<file path="src/rtl/seg_page_ctrl.sv">
// Page controller for the 5-digit seven-segment display: debounced page key,
// page rotation, and scheduling of one shared binary-to-BCD converter.
module seg_page_ctrl #(
  parameter int DEB_CYC     = 1_000_000,
  parameter int REFRESH_CYC = 5_000_000,
  parameter int TIMEOUT_CYC = 64
) (
  input  logic        sys_clk,
  input  logic        sys_rst_n,
  input  logic        key,
  input  logic [15:0] num1,
  input  logic [15:0] num2,
  input  logic [3:0]  num3,
  output logic        conv_start,
  output logic [15:0] conv_bin,
  input  logic        conv_done,
  input  logic [19:0] conv_bcd,
  output logic [2:0]  page,
  output logic [19:0] disp_bcd,
  output logic        disp_valid
);

  localparam int DW = (DEB_CYC > 1) ? $clog2(DEB_CYC) : 1;
  localparam int RW = (REFRESH_CYC > 1) ? $clog2(REFRESH_CYC) : 1;
  localparam int TW = (TIMEOUT_CYC > 1) ? $clog2(TIMEOUT_CYC) : 1;

  localparam logic [DW-1:0] DEB_LAST = DW'(DEB_CYC - 1);
  localparam logic [RW-1:0] REF_LAST = RW'(REFRESH_CYC - 1);
  localparam logic [TW-1:0] TO_LAST  = TW'(TIMEOUT_CYC - 1);

  localparam logic [0:0] ST_IDLE = 1'b0;
  localparam logic [0:0] ST_WAIT = 1'b1;

  logic          key_s1, key_s2, key_state, press;
  logic [DW-1:0] deb_cnt;
  logic [RW-1:0] ref_cnt;
  logic          trig;
  logic [2:0]    next_page;
  logic [0:0]    state;
  logic [2:0]    issue_page;
  logic          pending;
  logic [TW-1:0] to_cnt;

  // The counter only runs while the synchronized level differs from the
  // accepted level, so any bounce back to the accepted level clears it.
  always_ff @(posedge sys_clk or negedge sys_rst_n) begin
    if (!sys_rst_n) begin
      key_s1    <= 1'b1;
      key_s2    <= 1'b1;
      key_state <= 1'b1;
      deb_cnt   <= '0;
      press     <= 1'b0;
    end else begin
      key_s1 <= key;
      key_s2 <= key_s1;
      press  <= 1'b0;
      if (key_s2 != key_state) begin
        if (deb_cnt == DEB_LAST) begin
          key_state <= key_s2;
          deb_cnt   <= '0;
          press     <= ~key_s2;
        end else begin
          deb_cnt <= deb_cnt + DW'(1);
        end
      end else begin
        deb_cnt <= '0;
      end
    end
  end

  assign next_page = {page[1:0], page[2]};

  // A press always takes precedence over a refresh expiry in the same cycle.
  always_ff @(posedge sys_clk or negedge sys_rst_n) begin
    if (!sys_rst_n) begin
      page    <= 3'b001;
      ref_cnt <= '0;
      trig    <= 1'b0;
    end else begin
      trig <= 1'b0;
      if (press) begin
        page    <= next_page;
        ref_cnt <= '0;
        trig    <= ~next_page[0];
      end else if (page[0]) begin
        ref_cnt <= '0;
      end else if (ref_cnt == REF_LAST) begin
        ref_cnt <= '0;
        trig    <= 1'b1;
      end else begin
        ref_cnt <= ref_cnt + RW'(1);
      end
    end
  end

  always_ff @(posedge sys_clk or negedge sys_rst_n) begin
    if (!sys_rst_n) begin
      state      <= ST_IDLE;
      conv_start <= 1'b0;
      conv_bin   <= '0;
      issue_page <= 3'b001;
      pending    <= 1'b0;
      to_cnt     <= '0;
      disp_bcd   <= '0;
      disp_valid <= 1'b1;
    end else begin
      conv_start <= 1'b0;
      case (state)
        ST_IDLE: begin
          if (!page[0] && (trig || pending)) begin
            conv_start <= 1'b1;
            conv_bin   <= page[1] ? num1 : num2;
            issue_page <= page;
            pending    <= 1'b0;
            to_cnt     <= '0;
            state      <= ST_WAIT;
          end else if (page[0]) begin
            pending <= 1'b0;
          end
        end
        default: begin
          if (trig) pending <= 1'b1;
          if (conv_done) begin
            state <= ST_IDLE;
            if (issue_page == page) begin
              disp_bcd   <= conv_bcd;
              disp_valid <= 1'b1;
            end else if (!page[0]) begin
              pending <= 1'b1;
            end
          end else if (to_cnt == TO_LAST) begin
            state <= ST_IDLE;
          end else begin
            to_cnt <= to_cnt + TW'(1);
          end
        end
      endcase

      // Page changes override any result landing on the same edge.
      if (press) begin
        if (next_page[0]) begin
          disp_bcd   <= {16'h0000, num3};
          disp_valid <= 1'b1;
        end else begin
          disp_valid <= 1'b0;
        end
      end else if (page[0]) begin
        disp_bcd   <= {16'h0000, num3};
        disp_valid <= 1'b1;
      end
    end
  end

endmodule

</file>
<file path="config.mk">
export PLATFORM = sky130hd
export DESIGN_NAME = seg_page_ctrl
export DESIGN_NICKNAME = d
export VERILOG_FILES = /design/src/rtl/seg_page_ctrl.sv
export SDC_FILE = /design/constraint.sdc
export NUM_CORES = 1
export LEC_CHECK = 0
export CAP_MARGIN = 20
export CORE_MARGIN = 1.5
export CORE_UTILIZATION = 35
export DETAILED_ROUTE_END_ITERATION = 8
export PLACE_DENSITY = 0.57
export SYNTH_ARGS = -nofsm -noshare
export SYNTH_HDL_FRONTEND = slang
export SYNTH_SLANG_ARGS = --single-unit
</file>
<file path="constraint.sdc">
create_clock -name sys_clk -period 4.4 [get_ports sys_clk]
set_clock_uncertainty 0.2 [all_clocks]
set_input_delay 0.88 -clock sys_clk [delete_from_list [all_inputs] [get_ports sys_clk]]
set_output_delay 0.88 -clock sys_clk [all_outputs]
set_load 0.005 [all_outputs]
</file>
Word level (Yosys, flattened, before mapping)
Cells that the tools add are included.
{"block": "word_totals", "out_inout_bits": 41, "elab_cells": 80, "inputBits": 60, "ff_bits": 100}
{"block": "op_classes", "n_reduce_logical": 12, "n_eq_ne": 7, "add_sub_neg": 3, "bitwise_logic": 3, "mux": 39}
{"cell": "$mux 20", "n": 8}
{"cell": "$mux 23", "n": 3}
{"cell": "$mux 6", "n": 4}
{"cell": "$add 23x1->23 const B", "n": 1}
{"cell": "$eq 23x23->1 const B", "n": 1}
{"cell": "$mux 1", "n": 23}
{"cell": "$add 20x1->20 const B", "n": 1}
{"cell": "$eq 20x20->1 const B", "n": 1}
{"cell": "$mux 16", "n": 1}
{"cell": "$reduce_bool 3->1", "n": 4}
{"cell": "$add 6x1->6 const B", "n": 1}
{"cell": "$eq 6x6->1 const B", "n": 1}
{"cell": "$reduce_and 3->1", "n": 2}
{"cell": "$ne 2x2->1 const B", "n": 2}
{"cell": "$reduce_and 2->1", "n": 2}
{"cell": "$eq 3x3->1", "n": 1}
{"cell": "$not 1->1", "n": 3}
{"cell": "$reduce_bool 2->1", "n": 1}
{"cell": "$logic_and 1x1->1", "n": 1}
{"cell": "$logic_not 1->1", "n": 1}
{"cell": "$logic_or 1x1->1", "n": 1}
{"cell": "$ne 1x1->1", "n": 1}

Logic depth before layout (Yosys ltp)
{"block": "logic_depth", "word_depth": 6, "mapped_depth": 6}

Worst setup path before layout
No wires, ideal clock.
{"block": "synth_path", "path_kind": "input to register", "start": "input conv_done", "end": "register disp_bcd[1]", "path_buffers": 1, "t_required_ns": 4.063, "setup_slack_ns": 2.182, "setup_ns": 0.137, "arrival_time_ns": 1.880, "cell_stages": 5, "cell_sequence": "nand2_1 -> nor4_1 -> buf_2 -> mux2i_1 -> o21ai_0"}
{"block": "synth_via", "elab_chain_cells": 4, "word_cells_on_any_way": 5, "classes_between": "5 x mux"}
{"element": "start, declared", "line": "16", "source": "input logic conv_done,"}
{"element": "$mux 20 *", "line": "123", "source": "if (conv_done) begin"}
{"element": "$mux 20 *", "line": "108", "source": "case (state)"}
{"element": "$mux 20, on equally long branches", "line": "147, 141"}
{"element": "$mux 20 *", "line": "140", "source": "if (press) begin"}
{"element": "end signal, assigned", "line": "126", "source": "disp_bcd <= conv_bcd;"}
{"element": "end signal, assigned", "line": "142", "source": "disp_bcd <= {16'h0000, num3};"}
{"element": "end signal, assigned", "line": "148", "source": "disp_bcd <= {16'h0000, num3};"}
{"element": "end, declared", "line": "19", "source": "output logic [19:0] disp_bcd,"}
Mark *: on every way between the ends. The rest lies on a longest branch, timed or not.
A chain may end at the register's enable or synchronous reset.

Worst setup path in the final report
{"block": "layout_path", "start": "register page[1]", "end": "output page[1]"}
{"element": "start, declared", "line": "18", "source": "output logic [2:0] page,"}
{"element": "start signal, assigned", "line": "82", "source": "page <= next_page;"}
No word-level cell between the ends.

==> results.toml <==
[min_path]
hp-class = "input port to asynchronous set/reset pin"

[detailed_routing]
drt_wl_total_um = 9910
via_per_inst = 4.90
drtIter0Drc = 109
vias = 3538
drc = 0
dr.pass1.iters = 4
drtAntennaViolNets = 0
wl_per_cell_um = 13.7

[worst_setup_path]
crit_arrival_ns = 1.89
crit_path_start_kind = "register"
critPathRequiredTime_ns = 3.32
crit_fanout = 12
path_class = "register to output port"
r2r-start = "ref_cnt[0]"
reg2reg_slack_ns = 1.71
worstSetupEndpoint = "page[1]"
crit_start = "page[1]"
endpoint_kind = "output port"
r2r_cells = 5
worstReg2RegEnd = "ref_cnt[10]"

[logic_synthesis]
synth_area_per_cell_sq_um = 10.2
ys_seq_area_frac = 0.546
syn-cell-area_sq_um = 4600
synthDistinctLibCells = 47
ys_warn_count = 0
mappedNetlistNets = 512
ys_ff_latch = 100
syn_inst = 449

[global_route]
antenna_found_initial = 0
grtUsageTotal = 0.153
gr-total-overflow = 0
grt_pass1_vias = 3549
grt_start_max_net_pins = 79
grt_pass1_wl_um = 17300

[clock_network]
holdBufCountCts = 0
cts.clk_slew.worst_paths_ns = 0.07
cts_setup_buffers = 0
insertion_delay_ns = 0.35
cts_buffers = 9
cts_sinks = 100
cts_resized = 0
root_buffer = "clkbuf_16"
clock_path_buffers = 2
htree_levels = 3
cts_tree = "done"

[floorplan]
start_util = 0.361
die_w_um = 118
num_io_pins = 101
dieArea_sq_um = 13800
core_area_sq_um = 12700
die_h_um = 118
rows = 41

[power]
max-vdd-ir-drop_mv = 0.147
p_sw_w = 0.000429
clock_power_share = 0.419
p_seq_frac = 0.499
power_frac_comb = 0.082
leakagePower_nw = 2.48
pwr_density_cell_nw_per_um2 = 317
netSwitchingFraction = 0.221
p_int_w = 0.00151

[placed_design]
place_inst = 705
numPortBuffers = 100
gp_congestion = 0.795
place_hpwl_um = 6800

[final_layout]
drive_gt1_frac = 0.0800
multiInputGateArea_sq_um = 1970
area.growth.synth_to_final_pct = 32.9
nets = 608
ff_latch_area_sq_um = 2510
num_antenna_cells = 0
stdcell_count = 722
fillCellCount = 1236

[timing]
fin_crit_sh = 0.674
rsz0062_at_grt = "no"
drv_slew = 0
fmax_mhz = 337
setup_violations = 0
worstMarginPinSlew_ns = 0.954
min_period_ns = 2.97
hold_violations = 0
tns_ns = 0
slew_headroom = 0.364

[run]
maxCapViolations = 0

[run_status]
status = "finished clean"
[per-layer routing]
| layer | up-vias | share of wire | wire, um | global-route usage |
|---|---|---|---|---|
| li1 | 1760 | - | - | - |
| met1 | 1692 | 0.49 | 4820 | 0.199 |
| met2 | 75 | 0.45 | 4430 | 0.242 |
| met3 | 11 | 0.045 | 445 | 0.0339 |
| met4 | 0 | 0.022 | 215 | 0.0732 |
| met5 | - | 0 | 0 | 0 |
[metrics by stage]
step | hold slack (ns) | worst slack [ns] | power [W] | util | cell area [sq um]
after floorplan | 0.145 | 2.18 | 0.00102 | - | 4600
after global placement | 0.146 | 1.70 | 0.00114 | 0.454 | 5770
after detailed placement | 0.147 | 1.68 | 0.00114 | 0.454 | 5770
after CTS | 0.157 | 1.39 | 0.00196 | 0.478 | 6080
after global routing | 0.161 | 1.35 | 0.00202 | 0.480 | 6110
final | 0.157 | 1.43 | 0.00194 | 0.480 | 6110
[cell families after synthesis]
| logic type | count (synthesis) | share of synthesized area |
|---|---|---|
| flops | 100 | 0.546 |
| xor+xnor | 28 | 0.0534 |
| fa+ha+maj | 3 | 0.00817 |
| compound gates | 68 | 0.0847 |
| buf+inv | 31 | 0.0270 |
| mux | 39 | 0.0858 |
| simple gates | 180 | 0.195 |
[cells in the final DEF, fill, tap and decap left out, types with 3 or more instances in the layout]
cell type,instances
clkdlybuf4s50_1,99
dfrtp_1,94
nor2_1,52
nand2_1,47
mux2i_1,36
o21ai_0,34
nand3_1,21
xnor2_1,16
a21oi_1,14
or3_1,13
xor2_1,12
or4_1,9
inv_1,9
clkbuf_16,9
nand4_1,7
nor3_1,7
buf_4,7
dfstp_2,6
nor4_1,5
o31ai_1,4
mux2_2,3
ha_1,3
clkinvlp_4,3
[synthesized netlist by cell type, drive strengths merged]
cell | number | area, sq um
a21boi | 1 | 7.51
a21o | 1 | 7.51
a21oi | 16 | 87.6
a22o | 1 | 8.76
a31o | 1 | 8.76
a31oi | 2 | 12.5
and2 | 1 | 6.26
and3 | 3 | 20.0
and4 | 2 | 18.8
buf | 8 | 37.5
clkbuf | 14 | 52.6
dfrtp | 94 | 2350
dfstp | 6 | 158
ha | 3 | 37.5
inv | 9 | 33.8
mux2 | 3 | 33.8
mux2i | 36 | 360
nand2 | 47 | 176
nand2b | 2 | 12.5
nand3 | 21 | 105
nand4 | 8 | 56.3
nand4bb | 1 | 11.3
nor2 | 52 | 195
nor3 | 7 | 35.0
nor3b | 1 | 7.51
nor4 | 6 | 37.5
nor4b | 1 | 8.76
nor4bb | 1 | 10.0
o21ai | 37 | 185
o22ai | 2 | 12.5
o311ai | 1 | 8.76
o31ai | 4 | 30.0
o41a | 1 | 11.3
o41ai | 1 | 8.76
or2 | 2 | 12.5
or3 | 13 | 81.3
or4 | 11 | 90.1
or4bb | 1 | 11.3
xnor2 | 16 | 140
xor2 | 12 | 105
[worst min-delay path by stage]
stage,cells past startpoint,startpoint,to
2_1_floorplan,0,key_s1,key_s2
3_3_place_gp,0,key_s1,key_s2
3_5_place_dp,0,key_s1,key_s2
4_1_cts,0,key_s1,key_s2
5_1_grt,1,sys_rst_n,disp_bcd[1]
6_report,1,sys_rst_n,disp_bcd[2]
[power by group through the flow]
stage	Clock (W)	Combinational [W]	Sequential, W
after floorplan	0	0.0000327	0.000983
after global placement	0	0.000158	0.000983
after detailed placement	0	0.000161	0.000983
after CTS	0.000837	0.000161	0.000967
after global routing	0.000871	0.000176	0.000970
final	0.000811	0.000160	0.000966
[final cells by class]
| class | count | share of cell area |
|---|---|---|
| Inverter | 9 | 0.00553 |
| Clock buffer | 11 | 0.0398 |
| Sequential cell | 100 | 0.411 |
| Clock inverter | 5 | 0.0100 |
| Timing Repair Buffer | 107 | 0.175 |
| Multi-Input combinational cell | 318 | 0.323 |
| Tap cell | 172 | 0.0352 |
[worst max-delay path, stage by stage, from the launching register on]
cell and delay (ns):
dfrtp_1 0.66, buf_4 0.33, clkdlybuf4s50_1 0.54
[state kept, by name (all words and copies together) (netlist names), 3 cells and up]
name / count
issue_page: 3
to_cnt: 6
disp_bcd: 20
ref_cnt: 23
conv_bin: 16
page: 3
deb_cnt: 20
No activity file was read; power rests on OpenSTA's default activity.
